==> src/rtl/mem_pkg.sv <==
// Shared definitions for the CPU-side memory access controller.
//   state_t    : controller FSM states
//   RAM_*      : geometry of the 512x32 synchronous-read RAM
package mem_pkg;

  localparam int RAM_ADDR_W = 9;
  localparam int RAM_DEPTH  = 512;
  localparam int WORD_W     = 32;

  typedef enum logic [2:0] {
    IDLE,
    WR,
    RD_ADDR,
    RD_DATA,
    ERR,
    RESP
  } state_t;

endpackage : mem_pkg

==> src/rtl/mem_access_ctrl.sv <==
// mem_access_ctrl: single-outstanding load/store initiator for the 512x32
// synchronous-read RAM. Requests arrive from the MAR/MDR datapath on a
// valid/ready handshake; responses leave on a valid/ready handshake.
//
// Ports
//   clock, reset_n      : clock, asynchronous active-low reset
//   req_valid/req_ready : request handshake (ready only in IDLE)
//   req_write           : 1 = store, 0 = load
//   req_addr            : 32-bit word address (>= MEM_DEPTH is an error)
//   req_wdata           : store data
//   resp_valid/ready    : response handshake (valid held until ready)
//   resp_rdata          : load data (0 for stores and errors)
//   resp_err            : address out of range, RAM untouched
//   ram_address         : RAM address (registered request address)
//   ram_read/ram_write  : RAM strobes, decoded from state only
//   ram_data_in         : RAM write data
//   ram_data_out        : RAM read data, valid the cycle after the address
module mem_access_ctrl
  import mem_pkg::*;
#(
  parameter int ADDR_W    = RAM_ADDR_W,
  parameter int DATA_W    = WORD_W,
  parameter int MEM_DEPTH = RAM_DEPTH
) (
  input  logic              clock,
  input  logic              reset_n,
  input  logic              req_valid,
  output logic              req_ready,
  input  logic              req_write,
  input  logic [31:0]       req_addr,
  input  logic [DATA_W-1:0] req_wdata,
  output logic              resp_valid,
  input  logic              resp_ready,
  output logic [DATA_W-1:0] resp_rdata,
  output logic              resp_err,
  output logic [ADDR_W-1:0] ram_address,
  output logic              ram_read,
  output logic              ram_write,
  output logic [DATA_W-1:0] ram_data_in,
  input  logic [DATA_W-1:0] ram_data_out
);

  state_t state, state_nxt;

  logic [ADDR_W-1:0] addr_r;
  logic [DATA_W-1:0] wdata_r;
  logic [DATA_W-1:0] rdata_r;
  logic              err_r;

  logic accept;
  logic addr_bad;

  assign accept   = req_valid && (state == IDLE);
  assign addr_bad = (req_addr >= 32'(MEM_DEPTH));

  // State register
  always_ff @(posedge clock or negedge reset_n) begin
    if (!reset_n) begin
      state <= IDLE;
    end else begin
      state <= state_nxt;
    end
  end

  // Request and read-data registers
  always_ff @(posedge clock or negedge reset_n) begin
    if (!reset_n) begin
      addr_r  <= '0;
      wdata_r <= '0;
      err_r   <= 1'b0;
      rdata_r <= '0;
    end else begin
      if (accept) begin
        addr_r  <= req_addr[ADDR_W-1:0];
        wdata_r <= req_wdata;
        err_r   <= addr_bad;
      end
      case (state)
        WR, ERR: rdata_r <= '0;
        RD_DATA: rdata_r <= ram_data_out;
        default: ;
      endcase
    end
  end

  // Next-state logic; the error decision uses the live address because
  // err_r is only being loaded on the same edge.
  always_comb begin
    state_nxt = state;
    case (state)
      IDLE: begin
        if (req_valid) begin
          if (addr_bad)       state_nxt = ERR;
          else if (req_write) state_nxt = WR;
          else                state_nxt = RD_ADDR;
        end
      end
      WR:      state_nxt = RESP;
      RD_ADDR: state_nxt = RD_DATA;
      RD_DATA: state_nxt = RESP;
      ERR:     state_nxt = RESP;
      RESP:    if (resp_ready) state_nxt = IDLE;
      default: state_nxt = IDLE;
    endcase
  end

  // Output decode
  always_comb begin
    req_ready  = 1'b0;
    resp_valid = 1'b0;
    resp_rdata = '0;
    resp_err   = 1'b0;
    ram_read   = 1'b0;
    ram_write  = 1'b0;
    case (state)
      IDLE:             req_ready = 1'b1;
      WR:               ram_write = 1'b1;
      RD_ADDR, RD_DATA: ram_read  = 1'b1;
      RESP: begin
        resp_valid = 1'b1;
        resp_rdata = rdata_r;
        resp_err   = err_r;
      end
      default: ;
    endcase
  end

  assign ram_address = addr_r;
  assign ram_data_in = wdata_r;

endmodule : mem_access_ctrl
==> config.mk <==
export PLATFORM = sky130hd
export DESIGN_NAME = mem_access_ctrl
export DESIGN_NICKNAME = d
export VERILOG_FILES = /design/src/rtl/mem_pkg.sv /design/src/rtl/mem_access_ctrl.sv
export SDC_FILE = /design/constraint.sdc
export NUM_CORES = 1
export LEC_CHECK = 0
export ABC_AREA = 1
export CAP_MARGIN = 40
export CORE_MARGIN = 10
export CORE_UTILIZATION = 42
export DETAILED_ROUTE_END_ITERATION = 16
export PLACE_DENSITY_LB_ADDON = 0.2
export SLEW_MARGIN = 0
export SYNTH_ARGS = -nofsm -noshare
export SYNTH_HDL_FRONTEND = slang
export SYNTH_SLANG_ARGS = --single-unit
==> constraint.sdc <==
create_clock -name clock -period 2.1 [get_ports clock]
set_input_delay 0.21 -clock clock [delete_from_list [all_inputs] [get_ports clock]]
set_output_delay 0.21 -clock clock [all_outputs]
set_load 0.005 [all_outputs]
Yosys cells after proc, flatten, opt, wreduce, memory -nomap -nowiden:

Cells that the tools add are included.

* order comparisons: 1
* eq/ne operators: 7
* muxes and demuxes: 12
* reduce and logical (&&, ||, !) cells: 7

Operators with widths (count)
* $pmux W32 S2: 1
* $ge A32 B10 Y1 const B: 1
* $mux W32: 1
* $pmux W3 S4: 1
* $mux W3: 3
* $eq A3 B2 Y1 const B: 2
* $eq A3 B3 Y1 const B: 2
* $mux W1: 5
* $ne A2 B2 Y1 const B: 2
* $reduce_or A2 Y1: 2
* $eq A3 B1 Y1 const B: 1
* $logic_not A3 Y1: 1
* $reduce_or A3 Y1: 1
* $mux W2: 1
* $reduce_and A2 Y1: 1
* $reduce_bool A2 Y1: 1
* $logic_and A1 B1 Y1: 1

* bits in registers: 77
* input port bits: 101
* output and inout bits: 78
* logic and storage cells: 32

Logic depth before layout (Yosys ltp):

Gate-level depths: netlist (run 1).

* depth in word-level cells: 4
* depth in mapped cells: 7
* depth with buffers taken out: 7

Least setup slack after synthesis (run 1):

No wires, ideal clock.

* kind: flip-flop to output port
* start: reg state[1]
* end: out resp_rdata[0]
* arrival: 1.002 ns
* setup slack: 0.888 ns
* cell stages (with the launch flop): 7
* path buffers: 1
* path through: dfrtp_1 inv_2 nand2_1 nor2_4 inv_2 buf_2 nor2_1

* longest elaborated chain between the ends: 2

RTL lines
* start: declaration: RTL line mem_access_ctrl.sv:43 `state_t state, state_nxt;`
* start signal: assignment: RTL line mem_access_ctrl.sv:61 `state <= state_nxt;`
* $eq A3 B3 Y1: RTL line mem_access_ctrl.sv:115 `case (state)`
* $mux W32: RTL line mem_access_ctrl.sv:115
* end: declaration: RTL line mem_access_ctrl.sv:34 `output logic [DATA_W-1:0] resp_rdata,`

Every way passes these cells.

Worst setup path in the final report (run 1):

* start: reg state[2]
* end: out resp_rdata[13]

The elaborated chain is that of the path after synthesis.

==> results of run 1 <==
-- kinds of logic (layout without fill, tap and decap cells) --
family / count (synthesis) / in the layout / synth area share, %
flops: 77 / 77 / 57.1
simple gates: 199 / 199 / 23.5
compound gates: 37 / 37 / 6.67
buf+inv: 94 / 280 / 12.7
-- what timing repair did --
| item | CTS | global route |
|---|---|---|
| buffers inserted | 3 | 1 |
| gates resized for setup | 7 | 21 |
| endpoints found under the setup margin | 33 | 29 |
| hold endpoints to repair | 35 | 0 |
| pin swaps | 0 | 1 |
| gates cloned | 2 | 0 |
| hold buffers | 1 | 0 |
-- routing by layer --
layer | vias up | part of all wire (%) | global-route usage, %
met5 | - | 0 | 0
met4 | 0 | 1.4 | 7.16
met3 | 13 | 7.7 | 5.32
met2 | 111 | 52 | 30.2
met1 | 1460 | 39 | 18.7
li1 | 1580 | - | -
-- synthesized netlist by cell type (all sizes together) --
library cell    n
nand2         140
dfrtp          77
inv            77
nor2           55
o22ai          32
buf            17
a21oi           3
nand3           2
nand4           2
o21ai           2
-- through the flow --
step | hold slack (ps) | util (%) | cells | setup slack, ps | setup TNS [ps]
2_1_floorplan | -85.6 | - | 407 | 888 | 0
3_3_place_gp | 204 | 66.9 | 673 | 279 | 0
3_5_place_dp | 201 | 66.9 | 673 | 209 | 0
4_1_cts | 359 | 70.6 | 694 | 7.64 | 0
5_1_grt | 388 | 71.4 | 695 | -38.6 | -124
6_report | 356 | 71.4 | 695 | 56.6 | 0
-- worst max-delay path: cells and delay by family, from the launching register on --
| kind | cells | cell delay (ps) |
|---|---|---|
| AND/OR/NAND/NOR | 2 | 230 |
| flip-flops | 1 | 430 |
| buffers and inverters | 4 | 850 |
-- registers in the layout, summed over array words and instances (netlist names) --
register     flops
err_r            1
ram_address      9
ram_data_in     32
rdata_r         32
state            3
-- final cells by class --
cell class | count | area share [%]
clock buffers | 12 | 2.98
clock inverters | 3 | 1.22
inverters | 77 | 5.44
multi-input cells | 236 | 18.5
flip-flops and latches | 77 | 34.8
well taps | 102 | 2.30
repair buffers | 186 | 34.6
repair inverters | 2 | 0.226
-- power groups by stage --
stage / clock (mW) / combinational (mW) / sequential (mW)
finish: 1.28 / 2.22 / 2.08
global route: 1.37 / 2.46 / 2.12
CTS: 1.30 / 2.26 / 2.08
detailed placement: 0 / 2.12 / 2.10
global placement: 0 / 2.07 / 2.08
floorplan: 0 / 0.905 / 2.12
-- how the worst min path moves through the flow --
stage,cells past startpoint,to,slack (ps),from
5_1_grt,2,ram_data_in[12],390,reset_n
3_3_place_gp,1,ram_data_in[12],200,reset_n
2_1_floorplan,0,err_r,-90,reset_n
4_1_cts,2,ram_data_in[12],360,reset_n
3_5_place_dp,1,ram_data_in[12],200,reset_n
6_report,2,ram_data_in[12],360,reset_n
==> qor.yml, run 1 <==
power:
  internal_power_mw: 3.79
  finalPower_mw: 5.58
  p_leak_nw: 2.97
  p_per_area_mw_per_mm2: 1010
  p_seq_share_pct: 37.2
  p_comb_share_pct: 39.8
  power_switching_mw: 1.79
  swShare_pct: 32.1
  irDropWorstVdd_mv: 0.563
  p_clk_share_pct: 23.0
drt:
  drtAntennaViolNets: 0
  routed_wl_um: 10600
  drt_first_pass_iters: 6
  drt_iter0_drc: 86
  via_per_inst: 4.55
  detail_route.wl_per_cell_um: 15.2
  drc: 0
  vias: 3164
yosys:
  synthCells: 407
  avgSynthCellArea_um2: 8.29
  synth_cell_type_count: 16
  synth.area.top_cells: "dfrtp_1, nand2_1, inv_1"
  synth_nets: 508
  yosysSeqAreaShare_pct: 57.1
  synth_top_area_cell: "dfrtp_1"
  ys_seq_elements: 77
  synth_top_area_share_pct: 57.1
  synth.cell_area_mm2: 0.00337
  yosysWarnings: 0
grt:
  grt_max_degree: 43
  grt.overflow.total: 0
  grt_pass1_vias: 3276
  grt_first_pass_wirelength_um: 16100
  antenna_found_initial: 0
  grtUsageTotal_pct: 17.1
sta:
  relSlewSlack_pct: 60.9
  rsz0062_at_grt: "yes"
  fmax_mhz: 489
  worst_pin_slew_ps: 585
  worst_clock_skew_ps: 13.3
  layout_min_cycle_time_ps: 2040
  finalMaxSlewViolations: 0
  timing.final.crit_share_pct: 97.3
  hold_viol_final: 0
  setup_viol: 0
clock_network:
  clkLatencyLatePin_ps: 340
  cts_max_path_buffers: 2
  cts_tree: "yes"
  clock_sinks: 77
  root_buffer: "clkbuf_8"
  cts_max_level: 3
  cts_buffers: 9
  cts.clk_slew.worst_paths_ps: 80
finish:
  nets: 690
  final_cell_area_mm2: 0.00555
  final_common_cell: "clkdlybuf4s50_1"
  final_cell_mix: "clkdlybuf4s50_1, nand2_1, dfrtp_1"
  antenna_cells: 0
  syn2layout_area_growth_pct: 64.3
  drive_above_1_share_pct: 6.41
  num-fill-cells: 629
  multiInputGateArea_mm2: 0.00103
  seqCellArea_mm2: 0.00193
place:
  gp_congestion: 0.790
  hpwl_um: 8000
  place_area_mm2: 0.00519
  portBuffers: 178
setup_path:
  cp_slowest_cell: "clkdlybuf4s50_1"
  slowest_delay_ps: 520
  path_cells: "inv_1, nor2_4, buf_4, inv_8, nor2_1, clkdlybuf4s50_1"
  startpoint: "state[2]"
  setup.worst_path.start_class: "flop"
  reg2reg_from: "state[1]"
  end_kind: "output port"
  rrSetupSlack_ps: 560
  crit_end: "resp_rdata[13]"
  r2r-end: "state[2]"
  arrival_ps: 1830
  r2r.worst_path.cells: 6
  cp.required_ps: 1890
  critPathMaxFanout: 9
  setup.worst_path.class: "reg -> out"
worst_hold_path:
  hp-class: "in -> async"
die:
  io_pins: 179
  start_util_pct: 43.4
  die-area_mm2: 0.0120
  core_mm2: 0.00777
  die_h_um: 110
  die_w_um: 110
  fp-row-count: 32
job:
  maxCapViolCount: 0
outcome:
  status: "complete, no violations"
No activity file was read; power rests on OpenSTA's default activity.
==> run 2, diff against run 1 <==
--- a/config.mk
+++ b/config.mk
@@ -8,10 +8,9 @@
 export ABC_AREA = 1
 export CAP_MARGIN = 40
 export CORE_MARGIN = 10
-export CORE_UTILIZATION = 42
+export CORE_UTILIZATION = 39
 export DETAILED_ROUTE_END_ITERATION = 16
 export PLACE_DENSITY_LB_ADDON = 0.2
-export SLEW_MARGIN = 0
 export SYNTH_ARGS = -nofsm -noshare
 export SYNTH_HDL_FRONTEND = slang
 export SYNTH_SLANG_ARGS = --single-unit
==> constraint.sdc (replaced) <==
create_clock -name clock -period 2.25 [get_ports clock]
set_input_delay 0.225 -clock clock [delete_from_list [all_inputs] [get_ports clock]]
set_output_delay 0.225 -clock clock [all_outputs]
set_load 0.005 [all_outputs]
==> qor.yml, run 2 (synthesis gave the netlist of run 1 again) <==
outcome:
  status: "complete, no violations"
place:
  hpwl_um: 8110
  gp_congestion: 0.788
  place_area_mm2: 0.00519
  portBuffers: 178
drt:
  drt_iter0_drc: 107
  drc: 0
  drt_first_pass_iters: 4
  routed_wl_um: 10300
  vias: 3126
  detail_route.wl_per_cell_um: 14.9
  via_per_inst: 4.51
  drtAntennaViolNets: 0
setup_path:
  cp.required_ps: 2030
  setup.worst_path.start_class: "flop"
  arrival_ps: 1890
  worst-path-buf-inv: 3
  rrSetupSlack_ps: 700
  cp_slowest_cell: "clkdlybuf4s50_1"
  end_kind: "output port"
  setup.worst_path.class: "reg -> out"
  slowest_delay_ps: 520
  path_cells: "inv_2, nand2_1, nor2_4, inv_6, nor2_1, clkdlybuf4s50_1"
  critPathMaxFanout: 33
  path_delay_family: "buffers and inverters"
grt:
  grt_max_degree: 42
  antenna_found_initial: 0
  grt_first_pass_wirelength_um: 16700
  grt_pass1_vias: 3276
  grt.overflow.total: 0
  grtUsageTotal_pct: 16.0
finish:
  final_common_cell: "clkdlybuf4s50_1"
  final_cell_mix: "clkdlybuf4s50_1, nand2_1, dfrtp_1"
  drive_above_1_share_pct: 4.93
  antenna_cells: 0
  fin_util_pct: 65.3
  nets: 685
  syn2layout_area_growth_pct: 60.6
  final_cell_area_mm2: 0.00542
  num-fill-cells: 719
sta:
  worst_pin_slew_ps: 567
  hold_viol_final: 0
  fmax_mhz: 473
  whs_ps: 385
  setup_viol: 0
  fin_tns_setup_ps: 0
  rsz0062_at_grt: "no"
  finalMaxSlewViolations: 0
  relSlewSlack_pct: 62.1
  worst_clock_skew_ps: 9.12
  timing.final.crit_share_pct: 94.1
  layout_min_cycle_time_ps: 2120
clock_network:
  cts_buffers: 9
  cts_max_level: 3
  clkLatencyLatePin_ps: 330
  cts.clk_slew.worst_paths_ps: 80
  clock_sinks: 77
  cts_max_path_buffers: 2
  root_buffer: "clkbuf_8"
  cts_tree: "yes"
die:
  fp-row-count: 33
  die-area_mm2: 0.0128
  die_h_um: 113
  core_mm2: 0.00830
  die_w_um: 113
  io_pins: 179
  start_util_pct: 40.7
power:
  p_per_area_mw_per_mm2: 923
  p_leak_nw: 2.60
  irDropWorstVdd_mv: 0.517
job:
  maxCapViolCount: 0
worst_hold_path:
  hp-class: "in -> async"
run 2: worst paths after layout:
| path | startpoint | end | cells past startpoint |
|---|---|---|---|
| setup / recovery | state[1] | resp_rdata[5] | 6 |
| hold / removal | reset_n | rdata_r[12] | 2 |
| setup reg to reg | state[2] | ram_data_in[19] | 6 |
| hold reg to reg | ram_data_in[16] | ram_data_in[16] | 2 |
| max in group asynchronous | reset_n | ram_data_in[17] | 3 |
| min in group clock | req_wdata[1] | ram_data_in[1] | 3 |
run 2: power by group:
group	switching [mW]	internal (mW)
clock network	0.477	0.644
registers	0.197	1.74
logic	0.926	1.02
total	1.60	3.40
run 2: what timing repair did:
action / CTS / global route
hold endpoints to repair: 36 / 0
hold buffers: 1 / 0
resized for setup: 1 / 1
setup endpoints to repair: 6 / 3
gates cloned: 0 / 0
setup buffers: 0 / 0
run 2: routing by layer:
metal / global-route usage, % / routed length, µm
met2: 27.3 / 5240
met3: 5.86 / 760
met4: 6.94 / 242
met1: 17.6 / 4060
met5: 0 / 0
run 2: final cells by class:
type / instances / area, µm² / area share (%)
flip-flops and latches: 77 / 1930 / 35.5
clock inverters: 5 / 75.1 / 1.39
multi-input cells: 236 / 1020 / 18.8
inverters: 77 / 299 / 5.52
clock buffers: 10 / 138 / 2.54
repair buffers: 183 / 1830 / 33.8
well taps: 105 / 131 / 2.42
run 2: through the flow:
step / power, mW / setup slack (ps) / cells
2_1_floorplan: 2.83 / 1020 / 407
3_3_place_gp: 3.87 / 458 / 676
3_5_place_dp: 3.93 / 370 / 677
4_1_cts: 5.08 / 81.3 / 693
5_1_grt: 5.37 / 3.73 / 693
6_report: 5.00 / 134 / 693
==> run 3, diff against run 2 <==
--- a/config.mk
+++ b/config.mk
@@ -10,6 +10,7 @@
 export CORE_MARGIN = 10
 export CORE_UTILIZATION = 39
 export DETAILED_ROUTE_END_ITERATION = 16
+export GPL_ROUTABILITY_DRIVEN = 0
 export PLACE_DENSITY_LB_ADDON = 0.2
 export SYNTH_ARGS = -nofsm -noshare
 export SYNTH_HDL_FRONTEND = slang
==> results of run 3 <==
The final DEF is identical to that of run 2; final timing and power are the same.
